<file path="src/rtl/mem_port_arbiter.sv">
// Arbitrates the shared single-port memory between the CPU and the debug/loader port.
// Optional MEM_ARB_LOCK_EN adds dbg_lock, which gives the loader exclusive ownership.
`timescale 1ns/1ps

// state   | meaning
// S_IDLE  | bus free; arbitrate and latch the winning command
// S_ACC   | command on the memory bus, owner's gnt high
// S_RD_WAIT | memory returns read data; captured into the owner's rdata
module mem_port_arbiter #(
   parameter int ADDR_W     = 8,
   parameter int DATA_W     = 8,
   parameter int STARVE_MAX = 4
) (
   input  logic              clock,
   input  logic              resetn,
   input  logic              cpu_req,
   input  logic              cpu_we,
   input  logic [ADDR_W-1:0] cpu_addr,
   input  logic [DATA_W-1:0] cpu_wdata,
   output logic              cpu_gnt,
   output logic              cpu_rvalid,
   output logic [DATA_W-1:0] cpu_rdata,
   input  logic              dbg_req,
   input  logic              dbg_we,
   input  logic [ADDR_W-1:0] dbg_addr,
   input  logic [DATA_W-1:0] dbg_wdata,
   output logic              dbg_gnt,
   output logic              dbg_rvalid,
   output logic [DATA_W-1:0] dbg_rdata,
`ifdef MEM_ARB_LOCK_EN
   input  logic              dbg_lock,
`endif
   output logic [ADDR_W-1:0] mem_addr,
   output logic [DATA_W-1:0] mem_wdata,
   output logic              mem_re,
   output logic              mem_we,
   input  logic [DATA_W-1:0] mem_rdata
);

   typedef enum logic [1:0] {
      S_IDLE    = 2'd0,
      S_ACC     = 2'd1,
      S_RD_WAIT = 2'd2
   } state_t;

   localparam logic [3:0] STARVE_LIM = 4'(STARVE_MAX);

   state_t              state_q;
   logic                owner_q;
   logic                we_q;
   logic [3:0]          starve_q;
   logic [3:0]          starve_d;
   logic                cpu_gnt_q;
   logic                dbg_gnt_q;
   logic                cpu_rvalid_q;
   logic                dbg_rvalid_q;
   logic [DATA_W-1:0]   cpu_rdata_q;
   logic [DATA_W-1:0]   dbg_rdata_q;
   logic [ADDR_W-1:0]   mem_addr_q;
   logic [DATA_W-1:0]   mem_wdata_q;
   logic                mem_re_q;
   logic                mem_we_q;

   logic                cpu_win;
   logic                dbg_win;
   logic                sel_we;
   logic [ADDR_W-1:0]   sel_addr;
   logic [DATA_W-1:0]   sel_wdata;

   assign cpu_gnt    = cpu_gnt_q;
   assign dbg_gnt    = dbg_gnt_q;
   assign cpu_rvalid = cpu_rvalid_q;
   assign dbg_rvalid = dbg_rvalid_q;
   assign cpu_rdata  = cpu_rdata_q;
   assign dbg_rdata  = dbg_rdata_q;
   assign mem_addr   = mem_addr_q;
   assign mem_wdata  = mem_wdata_q;
   assign mem_re     = mem_re_q;
   assign mem_we     = mem_we_q;

   // The count can only reach STARVE_LIM on a lost contest, and at the limit dbg wins,
   // so the increment below never overflows past the limit.
   always_comb begin
      cpu_win  = 1'b0;
      dbg_win  = 1'b0;
      starve_d = starve_q;
      if (state_q == S_IDLE) begin
`ifdef MEM_ARB_LOCK_EN
         if (dbg_lock) begin
            dbg_win  = dbg_req;
            starve_d = '0;
         end else
`endif
         if (dbg_req && (!cpu_req || starve_q == STARVE_LIM)) begin
            dbg_win  = 1'b1;
            starve_d = '0;
         end else if (cpu_req) begin
            cpu_win  = 1'b1;
            starve_d = dbg_req ? starve_q + 4'd1 : 4'd0;
         end else begin
            starve_d = '0;
         end
      end
      sel_we    = dbg_win ? dbg_we    : cpu_we;
      sel_addr  = dbg_win ? dbg_addr  : cpu_addr;
      sel_wdata = dbg_win ? dbg_wdata : cpu_wdata;
   end

   always_ff @(posedge clock or negedge resetn) begin
      if (!resetn) begin
         state_q      <= S_IDLE;
         owner_q      <= 1'b0;
         we_q         <= 1'b0;
         starve_q     <= '0;
         cpu_gnt_q    <= 1'b0;
         dbg_gnt_q    <= 1'b0;
         cpu_rvalid_q <= 1'b0;
         dbg_rvalid_q <= 1'b0;
         cpu_rdata_q  <= '0;
         dbg_rdata_q  <= '0;
         mem_addr_q   <= '0;
         mem_wdata_q  <= '0;
         mem_re_q     <= 1'b0;
         mem_we_q     <= 1'b0;
      end else begin
         starve_q     <= starve_d;
         cpu_gnt_q    <= 1'b0;
         dbg_gnt_q    <= 1'b0;
         cpu_rvalid_q <= 1'b0;
         dbg_rvalid_q <= 1'b0;
         mem_re_q     <= 1'b0;
         mem_we_q     <= 1'b0;
         case (state_q)
            S_IDLE: begin
               if (cpu_win || dbg_win) begin
                  owner_q     <= dbg_win;
                  we_q        <= sel_we;
                  mem_addr_q  <= sel_addr;
                  mem_wdata_q <= sel_wdata;
                  mem_re_q    <= ~sel_we;
                  mem_we_q    <= sel_we;
                  cpu_gnt_q   <= cpu_win;
                  dbg_gnt_q   <= dbg_win;
                  state_q     <= S_ACC;
               end
            end
            S_ACC: begin
               state_q <= we_q ? S_IDLE : S_RD_WAIT;
            end
            S_RD_WAIT: begin
               if (owner_q) begin
                  dbg_rdata_q  <= mem_rdata;
                  dbg_rvalid_q <= 1'b1;
               end else begin
                  cpu_rdata_q  <= mem_rdata;
                  cpu_rvalid_q <= 1'b1;
               end
               state_q <= S_IDLE;
            end
            default: state_q <= S_IDLE;
         endcase
      end
   end

endmodule

</file>
<file path="config.mk">
export PLATFORM = sky130hd
export DESIGN_NAME = mem_port_arbiter
export DESIGN_NICKNAME = d
export VERILOG_FILES = /design/src/rtl/mem_port_arbiter.sv
export SDC_FILE = /design/constraint.sdc
export NUM_CORES = 1
export LEC_CHECK = 0
export BUFFER_PORTS_ARGS = -buffer_cell sky130_fd_sc_hd__buf_4
export CORE_ASPECT_RATIO = 0.6
export CORE_MARGIN = 8
export CORE_UTILIZATION = 48
export DETAILED_ROUTE_END_ITERATION = 8
export GPL_TIMING_DRIVEN = 0
export PLACE_DENSITY = 0.9
export SLEW_MARGIN = 20
export SYNTH_ARGS = -nofsm -noshare
export SYNTH_HDL_FRONTEND = slang
export SYNTH_SLANG_ARGS = --single-unit
</file>
<file path="constraint.sdc">
create_clock -name clock -period 1.86 [get_ports clock]
set_clock_uncertainty 0.05 [all_clocks]
set_input_delay 0.093 -clock clock [delete_from_list [all_inputs] [get_ports clock]]
set_output_delay 0.093 -clock clock [all_outputs]
set_load 0.01 [all_outputs]
</file>
==> impl_metrics.json <==
{
  "critPathMaxFanout": 10,
  "synth.net_count": 232,
  "hold_viol": 0,
  "synth_fa_ha_area_share_pct": 1.18,
  "h-tree-depth": 2,
  "fmax_ghz": 0.603,
  "grt_max_degree": 47,
  "r2r_slack_ns": 0.20,
  "syn_area_per_cell_sq_um": 11.5,
  "synth_cells": 184,
  "vias": 1790,
  "grt_overflow": 0,
  "cp.required_ns": 2.05,
  "criticalPathCategory": "flop to flop",
  "drive_gt1_share_pct": 46.1,
  "muxShareOfSynthArea_pct": 8.98,
  "synthFlopType": "dfrtp_1",
  "crit_chain": "inv_1, ha_1, and3b_4, a21oi_4, buf_12, a22o_1",
  "antenna_left": 0,
  "io-pin-count": 84,
  "crit_start": "starve_q[0]",
  "rsz0062_at_grt": "no",
  "yosysUniqueCellTypes": 32,
  "fin_nets": 331,
  "vdd_ir_drop_max_mv": 0.849,
  "synth-simple-area-share_pct": 12.8,
  "place.gp.congestion": 0.775,
  "pwr_density_cell_nw_per_um2": 1570,
  "chipWidth_microns": 102,
  "cp-start-kind": "flop",
  "fin_util_pct": 73.2,
  "cts_tree": "built",
  "synth_edf_count": 0,
  "root_buffer": "clkbuf_8",
  "numPortBuffers": 83,
  "rr_startpoint": "starve_q[0]",
  "syn_to_final_growth_pct": 44.0,
  "finalSetupTns_ns": 0,
  "cp_num_buf_inv": 2,
  "crit_path_max_incr_delay_ns": 0.41,
  "status": "complete, no violations",
  "period_share_pct": 89.1,
  "final_cell_mix": "87 x buf_4, 46 x dfrtp_1, 34 x nor2_1",
  "die_y_microns": 67.4,
  "diodes": 0,
  "hp-class": "input pin to flop",
  "drtIter0Drc": 71,
  "clock_path_buffers": 2,
  "critPathTopFamily": "compound AO/OA/AOI/OAI gates",
  "r2r_end": "mem_re",
  "maxCapViolCount": 0,
  "min_period_ns": 1.66,
  "post_cts_resized": 0,
  "worst-path-stages": 6,
  "avgViaCountPerCell": 5.20,
  "holdCritStartpoint": "cpu_we",
  "setup_viol": 0,
  "mostFrequentLayoutCell": "buf_4",
  "post_cts_buffers": 0,
  "grt_pass1_wl_microns": 9230,
  "antenna_found_initial": 0,
  "cp-end-kind": "flop",
  "relSlewSlack_pct": 62.7,
  "dp_hpwl_microns": 4250,
  "synth-async-reset-ratio_pct": 100,
  "synth_compound_area_share_pct": 17.4,
  "placed_cells": 327,
  "critPathSlowestCell": "dfrtp_1",
  "yosysSeqAreaShare_pct": 54.4,
  "grt_pass1_vias": 1891,
  "yosysWarnings": 0,
  "ys_ff_latch": 46,
  "syn_area_sq_um": 2120,
  "wl_per_cell_microns": 16.9,
  "p_total_mw": 4.80,
  "worstMarginPinSlew_ns": 0.560,
  "ff2ff_path_depth": 6,
  "pre_cts_slack_ns": 0.224,
  "crit_end": "mem_re",
  "fin_ws_ns": 0.203,
  "synth-xor-area-share_pct": 0,
  "clk_latency_ns": 0.30,
  "start_util_pct": 50.8,
  "coreArea_sq_um": 4170,
  "first_pass_iters": 4,
  "grt_use_total_pct": 17.3,
  "cts_made_buffers": 5,
  "slew_viol_final": 0,
  "cts_sinks": 46,
  "rows": 18,
  "die_area_sq_um": 6860,
  "cp.arrival_ns": 1.85,
  "power.leakage_nw": 1.43,
  "drc": 0,
  "synth_top_family_by_area": "compound AO/OA/AOI/OAI gates",
  "layout.cells.non_filler": 344,
  "wl_microns": 5800,
  "clk_pin_slew_ns": 0.08
}
-- routing by layer --
metal / part of all wire [%] / global-route usage, %
met5: 0 / 0
met4: 1.1 / 6.08
met3: 12 / 8.82
met2: 43 / 26.4
met1: 43 / 20.7
-- kinds of logic (layout without fill, tap and decap cells) --
| group | Yosys count | after routing |
|---|---|---|
| fa+ha+maj | 2 | 2 |
| compound gates | 44 | 44 |
| flops | 46 | 46 |
| buf+inv | 17 | 117 |
| simple gates | 58 | 58 |
| mux | 17 | 17 |
-- synthesized netlist by cell type (2+ instances only) --
| master | count | area [sq um] |
|---|---|---|
| dfrtp_1 | 46 | 1150 |
| nor2_1 | 34 | 128 |
| a21oi_1 | 18 | 90.1 |
| mux2_2 | 16 | 180 |
| a221oi_2 | 9 | 135 |
| a221oi_1 | 8 | 70.1 |
| buf_2 | 6 | 30.0 |
| nand2_1 | 6 | 22.5 |
| inv_1 | 5 | 18.8 |
| buf_4 | 4 | 30.0 |
| and2_1 | 3 | 18.8 |
| nand3_1 | 3 | 15.0 |
| a22o_1 | 2 | 17.5 |
| ha_1 | 2 | 25.0 |
| nand3b_1 | 2 | 15.0 |
| nor3b_1 | 2 | 15.0 |
| o21ai_0 | 2 | 10.0 |
| or2_1 | 2 | 12.5 |
-- sequential cells by signal (all words and copies together), names as in the netlist, 2 cells and up --
register	count
cpu_rdata	8
dbg_rdata	8
mem_addr	8
mem_wdata	8
starve_q	4
state_q	2
-- worst min-delay path by stage --
stage	depth (start not counted)	slack, ns	end
floorplan	0	-0.25	cpu_gnt
global placement	1	0.09	cpu_gnt
detailed placement	1	0.08	starve_q[2]
CTS	3	0.03	mem_we
global route	2	0.05	cpu_gnt
finish	3	0.04	mem_we
-- power breakdown --
| group | switching, mW | leakage, nW | internal, mW |
|---|---|---|---|
| logic | 1.08 | 0.809 | 1.11 |
| registers | 0.260 | 0.549 | 1.43 |
| clock network | 0.336 | 0.0714 | 0.573 |
| total | 1.68 | 1.43 | 3.12 |
-- area by class of cell --
type / count / area (sq um)
clock inverter: 2 / 60.1
timing repair buffer: 92 / 713
sequential: 46 / 1150
multi-input combinational: 121 / 856
buffer: 12 / 91.3
fill: 313 / 1120
tap: 60 / 75.1
inverter: 5 / 18.8
clock buffer: 6 / 82.6
-- metrics by stage --
step	hold slack [ns]	cell area, sq um
detailed placement	0.0771	2820
floorplan	-0.253	2120
global route	0.0498	3050
CTS	0.0324	3050
finish	0.0357	3050
global placement	0.0864	2820
-- worst register-to-register path: stages (launching register included) --
cell     delay (ns)
dfrtp_1        0.41
inv_1          0.06
ha_1           0.25
and3b_4        0.21
a21oi_4        0.31
buf_12         0.19
a22o_1         0.13
-- what timing repair did --
item / 4_1_cts / 5_1_grt
endpoints found under the hold margin: 62 / 0
endpoints found under the setup margin: 0 / 0
hold buffers: 9 / 0
Note: power is estimated with default switching activity, not from simulation.
